## config.mk

```make
export PLATFORM = sky130hd
export DESIGN_NAME = ddr2_controller_example_if0_dmaster_b2p_decoder
export DESIGN_NICKNAME = d
export VERILOG_FILES = /design/src/rtl/ddr2_controller_example_if0_dmaster_b2p_decoder.sv
export SDC_FILE = /design/constraint.sdc
export NUM_CORES = 1
export LEC_CHECK = 0
export ABC_AREA = 0
export CAP_MARGIN = 20
export CELL_PAD_IN_SITES_DETAIL_PLACEMENT = 0
export CELL_PAD_IN_SITES_GLOBAL_PLACEMENT = 1
export CORE_UTILIZATION = 30
export CTS_CLUSTER_SIZE = 12
export DETAILED_ROUTE_END_ITERATION = 16
export GPL_TIMING_DRIVEN = 0
export PLACE_DENSITY_LB_ADDON = 0.05
export SLEW_MARGIN = 20
export SYNTH_ARGS = -nofsm -noshare
export SYNTH_HDL_FRONTEND = slang
export SYNTH_SLANG_ARGS = --single-unit
```

## constraint.sdc

```tcl
create_clock -name clk -period 1.3 [get_ports clk]
set_input_delay 0.26 -clock clk [delete_from_list [all_inputs] [get_ports clk]]
set_output_delay 0.26 -clock clk [all_outputs]
set_load 0.02 [all_outputs]
```

## src/rtl/ddr2_controller_example_if0_dmaster_b2p_decoder.sv

```systemverilog
// ddr2_controller_example_if0_dmaster_b2p_decoder: escaped byte stream to Avalon-ST packets (optional DMASTER_B2P_PKT_COUNT_EN adds pkt_count)
module ddr2_controller_example_if0_dmaster_b2p_decoder #(
  parameter int CHANNEL_WIDTH = 8,
  parameter logic [7:0] SOP_CODE = 8'h7A,
  parameter logic [7:0] EOP_CODE = 8'h7B,
  parameter logic [7:0] CHAN_CODE = 8'h7C,
  parameter logic [7:0] ESC_CODE = 8'h7D
) (
  input logic clk,
  input logic reset_n,
  output logic in_ready,
  input logic in_valid,
  input logic [7:0] in_data,
  input logic out_ready,
  output logic out_valid,
  output logic [7:0] out_data,
  output logic out_startofpacket,
  output logic out_endofpacket,
`ifdef DMASTER_B2P_PKT_COUNT_EN
  output logic [15:0] pkt_count,
`endif
  output logic [CHANNEL_WIDTH-1:0] out_channel
);
  logic sop_pend, eop_pend, chan_pend, esc_pend;
  logic [CHANNEL_WIDTH-1:0] cur_chan;
  logic accept, is_esc, is_sop, is_eop, is_chan, is_lit, emit, set_chan;
  logic [7:0] lit;
  assign in_ready = !out_valid || out_ready;
  // classify the incoming byte; an escaped byte is always a literal
  always_comb begin
    accept = in_valid && in_ready;
    is_esc = !esc_pend && in_data == ESC_CODE;
    is_sop = !esc_pend && in_data == SOP_CODE;
    is_eop = !esc_pend && in_data == EOP_CODE;
    is_chan = !esc_pend && in_data == CHAN_CODE;
    is_lit = !(is_esc || is_sop || is_eop || is_chan);
    lit = esc_pend ? in_data ^ 8'h20 : in_data;
    emit = accept && is_lit && !chan_pend;
    set_chan = accept && is_lit && chan_pend;
  end
  // pending control flags and the sticky current channel
  always_ff @(posedge clk or negedge reset_n) begin
    if (!reset_n) begin
      sop_pend <= 1'b0;
      eop_pend <= 1'b0;
      chan_pend <= 1'b0;
      esc_pend <= 1'b0;
      cur_chan <= '0;
    end else if (accept) begin
      esc_pend <= is_esc;
      sop_pend <= is_sop ? 1'b1 : emit ? 1'b0 : sop_pend;
      eop_pend <= is_eop ? 1'b1 : emit ? 1'b0 : eop_pend;
      chan_pend <= is_chan ? 1'b1 : set_chan ? 1'b0 : chan_pend;
      if (set_chan) cur_chan <= CHANNEL_WIDTH'(lit);
    end
  end
  // output beat register, held while the sink stalls
  always_ff @(posedge clk or negedge reset_n) begin
    if (!reset_n) begin
      out_valid <= 1'b0;
      out_data <= '0;
      out_startofpacket <= 1'b0;
      out_endofpacket <= 1'b0;
      out_channel <= '0;
    end else if (emit) begin
      out_valid <= 1'b1;
      out_data <= lit;
      out_startofpacket <= sop_pend;
      out_endofpacket <= eop_pend;
      out_channel <= cur_chan;
    end else if (out_ready) begin
      out_valid <= 1'b0;
    end
  end
`ifdef DMASTER_B2P_PKT_COUNT_EN
  // count packets completed toward the master, wrapping at 16 bits
  always_ff @(posedge clk or negedge reset_n) begin
    if (!reset_n) pkt_count <= '0;
    else if (out_valid && out_ready && out_endofpacket) pkt_count <= pkt_count + 16'd1;
  end
`endif
endmodule
```

==> summary.md <==
| Metric | Value |
|---|---|
| Arr. time, crit path | `1600 ps` |
| Nets | `179` |
| Core area | `4500 µm²` |
| PortBufs | `29` |
| Yosys top cell area share | `53.3%` |
| CP bufs+invs | `0` |
| Most frequent cells in the layout | `30 x dfrtp_1, 22 x dlygate4sd2_1, 16 x mux2_4, 11 x buf_4, 10 x nand2_1` |
| Max incr delay on CP | `350 ps` |
| Die span in y | `71.6 µm` |
| Iter 0 DRT Violations | `22` |
| Layout cells sized above 1 | `45.8%` |
| Period minus WS final | `1440 ps` |
| Setup-failing EPs final | `23` |
| Startpoint types | `flop` |
| Worst Setup Slack, final | `-143 ps` |
| Ys Warns | `0` |
| Relative slew slack | `52.7%` |
| Initial Util | `32.3%` |
| Synth Net Count | `129` |
| Ports | `32` |
| N_diodes | `0` |
| Maximum clock insertion buffer count | `2` |
| Slowest cell on crit path | `dfrtp_1` |
| Smallest hold slack | `22.2 ps` |
| Final count of hold timing violations | `0` |
| Final ANT Viol Nets | `0` |
| Initial DRT Pass Iterations | `3` |
| Total routed wirelength | `3490 µm` |
| Synth Instances | `117` |
| Reg clk slew, reported paths | `70 ps` |
| Run status | `finished with violations` |
| Syn Area/Cell | `12.4 µm²` |
| Vias/cell | `4.90` |
| CP Capture Type | `flop` |
| WL met2 | `1710 µm` |
| HPWL after DPL | `2240 µm` |
| Worst Setup SP | `esc_pend$_DFFE_PN0P_` |
| HP Class | `in -> async` |
| Routed len/inst | `15.9 µm` |
| Max-slew violation count | `0` |
| Actual slew at the worst max-slew pin | `710 ps` |
| FP Rows | `24` |
| Metal3 WL | `114 µm` |
| Fin Clk Skew | `6.89 ps` |
| Total CTS buffers | `5` |
| Yosys reg bits | `31` |
| Count of cell types in the netlist | `31` |
| R2r setup slk | `-140 ps` |
| Critical path's top delay family | `simple AND/OR/NAND/NOR gates` |
| Max Used Layer | `met4` |
| Worst-Skew Late Latency | `280 ps` |
| Worst VDD drop | `0.676 mV` |
| Top cells by area, synth | `dfrtp_1 53%, mux2_4 7.2%, mux2_2 7.0%` |
| Num Clock Sinks | `31` |
| H-tree level count | `2` |
| Leading area contributor after synthesis | `dfrtp_1` |
| Setup TNS | `-2380 ps` |
| Synth Cell Area | `1460 µm²` |
| Fillers | `429` |
| DRC | `0` |
| GPL Wtd Cong | `0.711` |
| Total chip power | `2.36 mW` |
| CTS tree | `yes` |
| Clock root cell | `clkbuf_8` |
| Hold Buf Count CTS | `0` |
| Worst-path maximum fanout | `7` |
| Overflow after GRT | `0` |
| Die X | `71.6 µm` |
| Vias in the first global route | `1189` |
| Met1 WL | `1630 µm` |
| Final core utilization | `48.3%` |
| Largest net degree at the start of global routing | `32` |
| Vias | `1079` |
| Initial antenna violation count | `0` |
| Leakage | `1.05 nW` |
| All-Layer GR Usage | `15.5%` |
| Max Freq | `693 MHz` |
| Worst Path Required | `1460 ps` |
| First-pass GRT wire length | `5980 µm` |
| Power density over the cells | `1090 nW/µm²` |
| Critical-path cell list | `and3b_2, and3_4, nor2_8, mux2_4` |
| Reg2reg start | `esc_pend$_DFFE_PN0P_` |
| Unrepaired setup endpoints after global routing | `true` |
| Most common cell after layout, fill and taps aside | `dfrtp_1` |
| Seq/Total Area, Yosys | `53.3%` |
| Crit share post-route | `111%` |
| Area growth syn-to-layout | `49.4%` |
| FF-to-FF End | `out_channel[1]$_DFFE_PN0P_` |
| # Max-Cap Violations | `0` |
| Die area | `5130 µm²` |
| CP Class | `reg -> reg` |
| R2R depth | `4` |
| Failing checks | `setup timing` |
## cell families (layout without fill, tap and decap cells)
group	after synthesis	in the layout	share of synthesized area (%)
xor+xnor	2	2	2.49
simple gates	35	37	14.6
mux	16	16	14.2
flops	31	31	53.3
compound gates	25	25	12.0
buf+inv	8	57	3.35
## registers in the layout, indices dropped and copies added (netlist names)
name and cells:
esc_pend 1, cur_chan 8, sop_pend 1, chan_pend 1, out_channel 8, eop_pend 1
out_startofpacket 1, out_endofpacket 1, out_data 8, out_valid 1
## where the power goes
group | leakage, nW | total, mW | internal [mW] | switching (mW)
clock network | 0.0482 | 0.784 | 0.427 | 0.357
registers | 0.410 | 1.10 | 1.04 | 0.0544
logic | 0.596 | 0.483 | 0.232 | 0.252
total | 1.05 | 2.36 | 1.70 | 0.663
## synthesized netlist by cell type
| cell | number |
|---|---|
| and3_4 | 1 |
| and2b_2 | 1 |
| nand2_2 | 2 |
| buf_4 | 2 |
| o2bb2ai_1 | 2 |
| nor2_8 | 1 |
| inv_1 | 2 |
| a22o_1 | 3 |
| buf_2 | 3 |
| a21oi_1 | 6 |
| nand2_1 | 15 |
| nor2b_1 | 2 |
| nand3_2 | 1 |
| a31oi_1 | 4 |
| mux2_4 | 7 |
| and2_0 | 1 |
| dfrtp_1 | 31 |
| o21ai_0 | 3 |
| and3b_1 | 3 |
| o32ai_1 | 4 |
| o41ai_1 | 1 |
| nand2b_1 | 3 |
| and3_1 | 1 |
| nand4_1 | 2 |
| o22a_1 | 2 |
| nand3_1 | 1 |
| buf_6 | 1 |
| xnor2_1 | 1 |
| or2_2 | 1 |
| mux2_2 | 9 |
| xor2_4 | 1 |
## timing repair
action,4_1_cts,5_1_grt
endpoints found under the setup margin,49,31
pin swaps,11,19
buffers inserted,12,4
cloned,2,0
gates resized for setup,49,23
## how the worst max path moves through the flow
stage | endpoint | slack, ps | depth (start not counted)
after floorplan | out_channel[0]$_DFFE_PN0P_ | -160 | 6
after global placement | out_valid$_DFFE_PN0P_ | -770 | 1
after detailed placement | out_channel[1]$_DFFE_PN0P_ | -630 | 5
after CTS | out_channel[1]$_DFFE_PN0P_ | -200 | 4
after global routing | out_channel[5]$_DFFE_PN0P_ | -190 | 4
final | out_channel[1]$_DFFE_PN0P_ | -140 | 4
## layer usage
| metal | vias up | GRT usage [%] |
|---|---|---|
| met1 | 529 | 20.7 |
| met3 | 5 | 3.94 |
| met2 | 20 | 24.6 |
| li1 | 525 | - |
| met5 | - | 0 |
| met4 | 0 | 5.45 |
## cell type report
| type | instances | area [µm²] | share of cell area [%] |
|---|---|---|---|
| plain buffers | 2 | 18.8 | 0.864 |
| well taps | 52 | 65.1 | 2.99 |
| repair buffers | 45 | 390 | 18.0 |
| inverters | 2 | 7.51 | 0.345 |
| clock buffers | 7 | 86.3 | 3.97 |
| clock inverters | 1 | 5.00 | 0.230 |
| flip-flops and latches | 31 | 777 | 35.8 |
| multi-input cells | 80 | 823 | 37.9 |
## worst register-to-register path: stages (launching register included)
cell,delay [ps]
dfrtp_1,350
and3b_2,250
and3_4,200
nor2_8,200
mux2_4,330
## stage by stage
stage	worst slack [ps]	std cells	instance area (µm²)
3_5_place_dp	-631	198	1860
5_1_grt	-194	220	2170
2_1_floorplan	-160	117	1510
3_3_place_gp	-766	198	1870
4_1_cts	-198	218	2080
6_report	-143	220	2170
Power figures use the tool's default switching activity.
